### src/rtl/core85_busarb.sv
// HOLD/HLDA bus arbiter sharing the core85 external bus with up to NREQ requesters.
// Define BUSARB_ROUNDROBIN_EN for round-robin arbitration; fixed lowest-index priority otherwise.
module core85_busarb #(
    parameter int unsigned NREQ    = 4,
    parameter int unsigned HLDTOUT = 15,
    parameter int unsigned CNTSIZE = 4
) (
    input  logic            clk,
    input  logic            rst,
    input  logic [NREQ-1:0] req,
    input  logic            hlda,
    output logic            hold,
    output logic [NREQ-1:0] gnt,
    output logic            busy,
    output logic            err,
    output logic [2:0]      owner
);

    typedef enum logic [2:0] {
        IDLE,
        HREQ,
        GRANT,
        HANDOVER,
        RELEASE
    } state_t;

    state_t             state;
    logic [CNTSIZE-1:0] cnt;
    logic [7:0]         req8_c;
    logic [2:0]         win_c;
    logic [NREQ-1:0]    win_onehot_c;

`ifdef BUSARB_ROUNDROBIN_EN
    logic [2:0]         ptr;
`endif

    assign req8_c       = 8'(req);
    assign win_onehot_c = NREQ'(1) << win_c;

    // Winner select: scan downward so the lowest search offset is kept last.
    always_comb begin
        logic [2:0] idx;
        win_c = '0;
        idx   = '0;
        for (int i = int'(NREQ) - 1; i >= 0; i--) begin
`ifdef BUSARB_ROUNDROBIN_EN
            idx = 3'((int'(ptr) + i) % int'(NREQ));
`else
            idx = 3'(i);
`endif
            if (req8_c[idx]) win_c = idx;
        end
    end

    always_ff @(posedge clk or posedge rst) begin
        if (rst) begin
            state <= IDLE;
            hold  <= 1'b0;
            gnt   <= '0;
            busy  <= 1'b0;
            err   <= 1'b0;
            owner <= '0;
            cnt   <= '0;
`ifdef BUSARB_ROUNDROBIN_EN
            ptr   <= '0;
`endif
        end else begin
            err <= 1'b0;
            case (state)
                IDLE: begin
                    if (|req) begin
                        hold  <= 1'b1;
                        busy  <= 1'b1;
                        cnt   <= '0;
                        state <= HREQ;
                    end
                end
                HREQ: begin
                    cnt <= cnt + CNTSIZE'(1);
                    if (!(|req)) begin
                        hold  <= 1'b0;
                        cnt   <= '0;
                        state <= RELEASE;
                    end else if (hlda) begin
                        gnt   <= win_onehot_c;
                        owner <= win_c;
`ifdef BUSARB_ROUNDROBIN_EN
                        ptr   <= 3'((int'(win_c) + 1) % int'(NREQ));
`endif
                        cnt   <= '0;
                        state <= GRANT;
                    end else if (cnt == CNTSIZE'(HLDTOUT - 1)) begin
                        err   <= 1'b1;
                        hold  <= 1'b0;
                        cnt   <= '0;
                        state <= RELEASE;
                    end
                end
                GRANT: begin
                    // A lost acknowledge is a core protocol error and outranks a normal release.
                    if (!hlda) begin
                        gnt   <= '0;
                        err   <= 1'b1;
                        hold  <= 1'b0;
                        state <= RELEASE;
                    end else if (!(|(req & gnt))) begin
                        gnt <= '0;
                        if (|(req & ~gnt)) begin
                            state <= HANDOVER;
                        end else begin
                            hold  <= 1'b0;
                            state <= RELEASE;
                        end
                    end
                end
                HANDOVER: begin
                    if (!(|req)) begin
                        hold  <= 1'b0;
                        state <= RELEASE;
                    end else begin
                        gnt   <= win_onehot_c;
                        owner <= win_c;
`ifdef BUSARB_ROUNDROBIN_EN
                        ptr   <= 3'((int'(win_c) + 1) % int'(NREQ));
`endif
                        state <= GRANT;
                    end
                end
                RELEASE: begin
                    if (!hlda) begin
                        busy  <= 1'b0;
                        state <= IDLE;
                    end
                end
                default: begin
                    hold  <= 1'b0;
                    gnt   <= '0;
                    busy  <= 1'b0;
                    state <= IDLE;
                end
            endcase
        end
    end

endmodule

### config.mk
export PLATFORM = sky130hd
export DESIGN_NAME = core85_busarb
export DESIGN_NICKNAME = d
export VERILOG_FILES = /design/src/rtl/core85_busarb.sv
export SDC_FILE = /design/constraint.sdc
export NUM_CORES = 1
export LEC_CHECK = 0
export ABC_AREA = 1
export CORE_MARGIN = 2
export CORE_UTILIZATION = 54
export CTS_CLUSTER_DIAMETER = 120
export CTS_CLUSTER_SIZE = 10
export DETAILED_ROUTE_END_ITERATION = 7
export PLACE_DENSITY_LB_ADDON = 0.25
export SYNTH_ARGS = -nofsm -noshare
export SYNTH_HDL_FRONTEND = slang
export SYNTH_SLANG_ARGS = --single-unit
### constraint.sdc
create_clock -name clk -period 2.3 [get_ports clk]
set_clock_uncertainty 0.05 [all_clocks]
set_input_delay 0.23 -clock clk [delete_from_list [all_inputs] [get_ports clk]]
set_output_delay 0.23 -clock clk [all_outputs]
set_load 0.005 [all_outputs]
# Word level (Yosys, flattened, before mapping)
# Index checks and enable logic that the tools add are counted.
# Widths: inputs -> output; s select.
totals:
  mem_bits_ro: 0
  n_memories: 0
  input_bits: 7
  mem_bits_rw: 0
  regBits: 17
  latchBits: 0
classes:
  n_eq_ne: 16
  add_sub_neg: 1
  n_reduce_logical: 14
  n_shift: 1
  div: 0
  order_cmp: 0
  n_mul: 0
  n_bitwise: 6
  mux: 45
op_table:
  columns: ["cell", "n"]
  rows:
  - ["$mux 3", 15]
  - ["$mux 4", 9]
  - ["$pmux 4 s4", 1]
  - ["$pmux 3 s5", 1]
  - ["$mux 1", 13]
  - ["$ne 2x2->1 const B", 6]
  - ["$ne 3x3->1 const B", 4]
  - ["$reduce_or 4->1", 3]
  - ["$and 4x4->4", 2]
  - ["$pmux 4 s2", 1]
  - ["$reduce_and 4->1", 2]
  - ["$reduce_and 7->1", 1]
  - ["$eq 3x2->1 const B", 2]
  - ["$pmux 3 s2", 1]
  - ["$pmux 1 s5", 1]
  - ["$reduce_and 5->1", 1]
  - ["$add 4x1->4 const B", 1]
  - ["$eq 4x4->1 const B", 1]
  - ["$ne 4x4->1 const B", 1]
  - ["$not 4->4", 1]
  - ["$reduce_bool 2->1", 2]
  - ["$shl 1x3->4 const A", 1]
  - ["$eq 3x1->1 const B", 1]
  - ["$eq 3x3->1 const B", 1]
  - ["other kinds (9)", 11]

# Logic depth before layout (Yosys ltp)
# Gate-level depths: netlist of the first run.
logic_depth:
  word_depth: 8
  ltp_mapped: 9
  depth_no_buf: 9

# Worst setup path before layout of the first run
# Ideal clock, no wire load.
synth_timing:
  kind: "register to register"
  from: "register state[2]"
  to: "register state[1]"
  setup_slack_ps: 1008
  arrival_time_ps: 1122
  n_path_buf: 0
  path_stages_with_launch: 9
  cell_sequence: "dfrtp_1 inv_1 nand2_1 nor2_1 nand4_1 inv_1 nor2_1 nand2_1 nand2_1"
synth_via:
  elab_chain_len: 3
synth_lines:
  columns: ["item", "line", "source"]
  rows:
  - ["start, declared", "27", "state_t state;"]
  - ["start signal, assigned", "57", "state <= IDLE;"]
  - ["start signal, assigned", "75", "state <= HREQ;"]
  - ["start signal, assigned", "83", "state <= RELEASE;"]
  - ["$eq 3x1->1, or another cell as far along", "69", "case (state)"]
  - ["$ne 4x4->1 (no line), or another cell as far along", null, null]
  - ["$reduce_and 4->1 (no line)", null, null]
# Several ways; a longest one is shown, not always the timed one.
# A chain may end at the register's enable or synchronous reset.

# Worst setup path in the final report of the first run
layout_timing:
  from: "register state[2]"
  to: "register state[2]"
# Same word-level chain as after synthesis.

==> results of run 1 <==
-- layout make-up --
| cell class | count | area share, % |
|---|---|---|
| clock buffers | 3 | 2.00 |
| well taps | 17 | 1.89 |
| flip-flops and latches | 16 | 35.6 |
| inverters | 21 | 7.01 |
| multi-input cells | 95 | 40.2 |
| repair buffers | 15 | 13.3 |
-- routing by layer --
layer	global-route usage, %	vias up
li1	-	450
met1	28.8	379
met2	30.4	31
met3	3.97	7
met4	12.4	0
met5	0	-
-- power breakdown --
| group | total (mW) | leakage [nW] | internal, mW | switching (mW) |
|---|---|---|---|---|
| logic | 0.501 | 0.371 | 0.219 | 0.283 |
| clock network | 0.144 | 0.0138 | 0.0609 | 0.0835 |
| registers | 0.434 | 0.210 | 0.367 | 0.0672 |
| total | 1.08 | 0.595 | 0.646 | 0.433 |
-- critical path, cell delays in order, from the launching register on --
cell	delay, ns
dfrtp_1	0.42
inv_1	0.12
nand2_1	0.11
nor2_1	0.24
nand4_1	0.16
inv_1	0.13
nor2_1	0.07
nand2_1	0.05
nand2_1	0.05
-- synth_stat cells --
cell type  count
conb_1         1
o21bai_1       1
nor3_1         2
dfrtp_1       16
nand3_2        1
o211ai_1       1
nand3_1       11
o21ai_0       11
buf_4          1
nand2_2        1
nor3_2         1
nor2_1        12
nand3b_1       2
nand2_1       43
xor2_1         1
ha_1           2
inv_1         21
nand4_1        1
a31oi_1        1
xnor2_1        1
a21oi_1        2
-- stage by stage --
stage / setup slack, ns / cells
floorplan: 1.01 / 133
global route: 0.607 / 167
finish: 0.788 / 167
detailed placement: 0.570 / 164
CTS: 0.807 / 167
global placement: 0.578 / 164
-- kinds of logic (layout without fill, tap and decap cells) --
group,Yosys count,count (layout),synth area share [%]
AOI/OAI and AO/OA,16,16,9.20
xor gates and xnor gates,2,2,1.87
adders and majority gates,2,2,2.67
buffers and inverters,22,39,9.20
DFF,16,16,42.7
other,1,1,0.400
and+or+nand+nor,74,74,34.0
-- path summary, 6_finish.rpt --
path                           from  endpoint  slack [ns]  depth (start not counted)
setup / recovery           state[2]  state[2]        0.79                          8
hold / removal                  rst    gnt[3]        0.24                          2
setup reg to reg           state[2]  state[2]        0.79                          8
hold reg to reg                busy      busy        0.43                          2
max in group asynchronous       rst    cnt[1]        1.57                          2
min in group clk               busy      busy        0.43                          2
-- flip-flops by register name (all words and copies together) (netlist names) --
register	flops
busy	1
cnt	4
err	1
gnt	4
hold	1
owner	2
state	3
-- cells in the final DEF, fill, tap and decap left out --
cell type,count
nand3_1,11
o21ai_0,11
nand3b_1,2
nand2_1,43
o21bai_1,1
a21oi_1,2
dfrtp_1,16
nand2_2,1
nor2_1,12
xnor2_1,1
xor2_1,1
nand4_1,1
clkdlybuf4s50_1,15
nand3_2,1
nor3_2,1
ha_1,2
a31oi_1,1
o211ai_1,1
clkbuf_4,3
inv_1,21
nor3_1,2
conb_1,1
==> reports/results.ini, run 1 <==
[timing]
finalCritPeriodShare_pct = 65.7
finalWorstPathRequiredPeriod_ns = 1.51
setup_viol = 0
relSlewSlack_pct = 61.2
final_hold_viol_count = 0
rsz0062_at_grt = false
hold_ws_ns = 0.237
finalSetupTns_ns = 0
slew_violations = 0
max_freq_mhz = 661
worst_slew_pin_slew_ns = 0.581

[cts]
cts_made_buffers = 3
post_cts_buffers = 0
clock-root-buffer = clkbuf_4
cts_htree_levels = 1
cts_resized = 0
clock_latency_ns = 0.29
cts_hold_buffers = 0
cts.path.max_buffers = 2
numClockSinks = 16
cts.clk_slew.worst_paths_ns = 0.09
cts_tree = built

[final_layout]
antenna_cells = 0
drive_gt1_share_pct = 4.00
stdcell_area_mm2 = 0.00112
fin_nets = 161
post-route-util_pct = 67.3
syn2layout_area_growth_pct = 19.9
seqCellArea_um2 = 400
multi_input_area_um2 = 452
nFillCells = 140

[critical_path]
cp-start-kind = flip-flop
cp_max_fo = 5
worstSetupEndpointType = flip-flop
criticalPathCategory = reg -> reg
worst-endpoint-arrival_ns = 1.64
required_ns = 2.42

[yosys]
synthTopCellsByArea = dfrtp_1, nand2_1, inv_1
yosysSeqAreaShare_pct = 42.7
ys_warn_count = 0
postSynthNetCount = 142
synth_seq_cells = 16
syn_inst = 133
yosysUniqueCellTypes = 21
synthesis.area_um2 = 938
yosysTopAreaCell = dfrtp_1
yosysTopAreaCellShare_pct = 42.7
avgSynthCellArea_um2 = 7.06

[grt]
track_usage_pct = 21.0
antenna_found_initial = 0
grt_pass1_vias = 748
grt-ovfl-total = 0
grt_pass1_wl_mm = 3.06
grt_max_degree = 17

[floorplanning]
initial_core_util_pct = 56.2
core_mm2 = 0.00167
dieArea_mm2 = 0.00209
die_w_um = 45.7
rows = 15
io_pins = 17
dieHeight_um = 45.7

[power]
p_leak_nw = 0.595
power_mw = 1.08
ir_worst_vdd_mv = 0.630
powerDensity_mw_per_mm2 = 960

[drt]
vias_per_cell = 5.19
wl_per_cell_um = 11.3
wl_met1_um = 876
top_layer = met4
drt_pass1_iterations = 4
drc_errors = 0
wl_met2_um = 848
routed_wl_mm = 1.89
vias = 867
wl_met3_um = 117
ant_nets = 0
drt_iter0_drc = 37

[place]
dp_hpwl_mm = 1.46
io_buffer_count = 15
place_congestion = 0.925
dpl_cell_area_mm2 = 0.00110

[status]
status = completed

[flow_run]
maxCapViolations = 0

[min_path]
hold_path.class = in -> async

Note: power is estimated with default switching activity, not from simulation.
==> inputs of run 2 (changes only) <==
Settings changed: CORE_UTILIZATION 54 to 50.
Clock period 2.3 ns to 1.4 ns, I/O delays scaled along.
==> reports/results.ini, run 2 (synthesis gave the netlist of run 1 again) <==
[status]
status = finished, violations left
violations = negative setup slack

[drt]
vias_per_cell = 5.13  ; -1.2%
drt_pass1_iterations = 4  ; unchanged
drt_iter0_drc = 34  ; -8.1%
ant_nets = 0  ; unchanged
routed_wl_mm = 2.29  ; +21%
wl_per_cell_um = 11.8  ; +4.4%
vias = 995  ; +15%
drc_errors = 0  ; unchanged

[timing]
setup_viol = 1  ; +1
finalWorstPathRequiredPeriod_ns = 1.42  ; -0.0969 ns
slew_violations = 0  ; unchanged
finalCritPeriodShare_pct = 101  ; +35 points
fin_ws_ns = -0.0153  ; -0.803 ns
rsz0062_at_grt = true
final_hold_viol_count = 0  ; unchanged
max_freq_mhz = 707  ; +6.8%

[final_layout]
fin_nets = 179  ; +11%
syn2layout_area_growth_pct = 41.7
seqCellArea_um2 = 402  ; +0.31%
layout_commonest_cell = nand2_1
antenna_cells = 0  ; unchanged
reg.largest.list = cnt: 4 flops, gnt: 4 flops, state: 3 flops
layout.cells.non_filler = 194  ; +16%
drive_gt1_share_pct = 23.7  ; +20 points
multi_input_area_um2 = 492  ; +8.9%
nFillCells = 128  ; -8.6%
final_cell_mix = nand2_1, buf_4, inv_1, dfrtp_1

[cts]
cts.path.max_buffers = 2  ; unchanged
cts_tree = built
clock_latency_ns = 0.30  ; about the same
cts.clk_slew.worst_paths_ns = 0.10  ; about the same
numClockSinks = 16  ; unchanged
cts_htree_levels = 1  ; unchanged
cts_made_buffers = 3  ; unchanged
clock-root-buffer = clkbuf_4

[min_path]
hold_path.class = in -> async

[grt]
antenna_found_initial = 0  ; unchanged
grt_max_degree = 17  ; unchanged
grt_pass1_vias = 854  ; +14%
grt-ovfl-total = 0  ; unchanged
track_usage_pct = 21.9  ; +0.89 points
grt_pass1_wl_mm = 3.44  ; +12%

[critical_path]
endpoint = state[1]
cp-start-kind = flip-flop
r2r_setup_slack_ns = -0.02  ; -0.80 ns
worstSetupEndpointType = flip-flop
r2r_start = cnt[0]
worst-endpoint-arrival_ns = 1.61  ; -0.03 ns
startpoint = cnt[0]
cp_max_fo = 3  ; -2
ff2ff_path_depth = 8  ; unchanged
r2r_end = state[1]
criticalPathCategory = reg -> reg
required_ns = 1.59  ; -0.83 ns

[power]
pwr-share-clk_pct = 15.1  ; +1.7 points
powerDensity_mw_per_mm2 = 1600  ; +67%
combPwrFrac_pct = 51.1  ; +4.7 points
ir_worst_vdd_mv = 1.16  ; +84%
power_mw = 2.13  ; +98%
p_seq_share_pct = 33.8  ; -6.4 points
swShare_pct = 40.0  ; -0.095 points
p_leak_nw = 0.733  ; +23%
p_int_mw = 1.28  ; +98%
power_switching_mw = 0.855  ; +97%

[flow_run]
maxCapViolations = 0  ; unchanged

[floorplanning]
dieHeight_um = 47.3  ; +3.6%
io_pins = 17  ; unchanged
core_mm2 = 0.00175  ; +4.5%
dieArea_mm2 = 0.00224  ; +7.3%
rows = 15  ; unchanged
initial_core_util_pct = 53.8  ; -2.4 points
die_w_um = 47.3  ; +3.6%

[place]
numPlacedInstances = 184  ; +12%
io_buffer_count = 15  ; unchanged
dp_hpwl_mm = 1.56  ; +6.6%
place_congestion = 0.914  ; -1.2%

[run 2: changes by cell type in the layout (fill, tap and decap cells not counted), sizes merged]
cell           previous run  this run
clkbuf                    3         4
dlygate4sd2               0         2
buf                       0        18
clkdlybuf4s50            15        10
dlymetal6s2s              0         3
[run 2: worst max-delay path, cell delays in order (launching register included)]
cell	delay, ns
dfrtp_1	0.41
inv_1	0.10
ha_1	0.18
nand3_2	0.12
nand4_1	0.19
inv_2	0.07
nor2_2	0.12
nand2_1	0.07
nand2_1	0.06
[run 2: cell type report]
class                           instances  share of cell area (%)
Clock buffer                            4                    2.73
Inverter                               21                    5.93
Multi-Input combinational cell         95                    37.0
Sequential cell                        16                    30.2
Tap cell                               25                    2.35
Timing Repair Buffer                   33                    21.8
[run 2: what timing repair did]
action	CTS	global route
gates resized for setup	3	22
buffers inserted	0	6
hold buffers	0	0
pin swaps	0	3
endpoints found under the setup margin	3	19
[run 2: worst min path at each step]
stage	start	slack, ns	cells after the start	end
2_1_floorplan	rst	0.004	1	busy
3_3_place_gp	rst	0.41	3	gnt[2]
3_5_place_dp	busy	0.42	2	busy
4_1_cts	rst	0.1	3	state[0]
5_1_grt	rst	0.14	3	state[0]
6_report	rst	0.09	3	state[0]
[run 2: power groups by stage]
stage / Combinational (mW) / Sequential, mW / Clock [mW]
floorplan: 0.503 / 0.711 / 0
global placement: 0.871 / 0.715 / 0
detailed placement: 0.889 / 0.720 / 0
CTS: 0.890 / 0.711 / 0.325
global route: 1.21 / 0.742 / 0.352
finish: 1.09 / 0.722 / 0.321
[run 2: routing by layer]
| metal | share of wire, % | track usage, % | wire (um) | up-vias |
|---|---|---|---|---|
| met3 | 5.2 | 4.62 | 120 | 7 |
| met5 | 0 | 0 | 0 | - |
| met4 | 1.7 | 8.33 | 38 | 0 |
| met1 | 46 | 29.9 | 1060 | 460 |
| li1 | - | - | - | 490 |
| met2 | 47 | 33.8 | 1080 | 38 |
[run 2: metrics by stage]
step | instance area (um^2) | hold WS, ns | utilization (%) | setup slack [ns] | TNS [ns]
2_1_floorplan | 938 | 0.00374 | - | 0.108 | 0
3_3_place_gp | 1200 | 0.409 | 68.9 | -0.166 | -1.54
3_5_place_dp | 1200 | 0.419 | 68.9 | -0.216 | -2.04
4_1_cts | 1240 | 0.0987 | 71.0 | 0.00225 | 0
5_1_grt | 1330 | 0.136 | 76.2 | -0.0764 | -0.296
6_report | 1330 | 0.0851 | 76.2 | -0.0153 | -0.0153
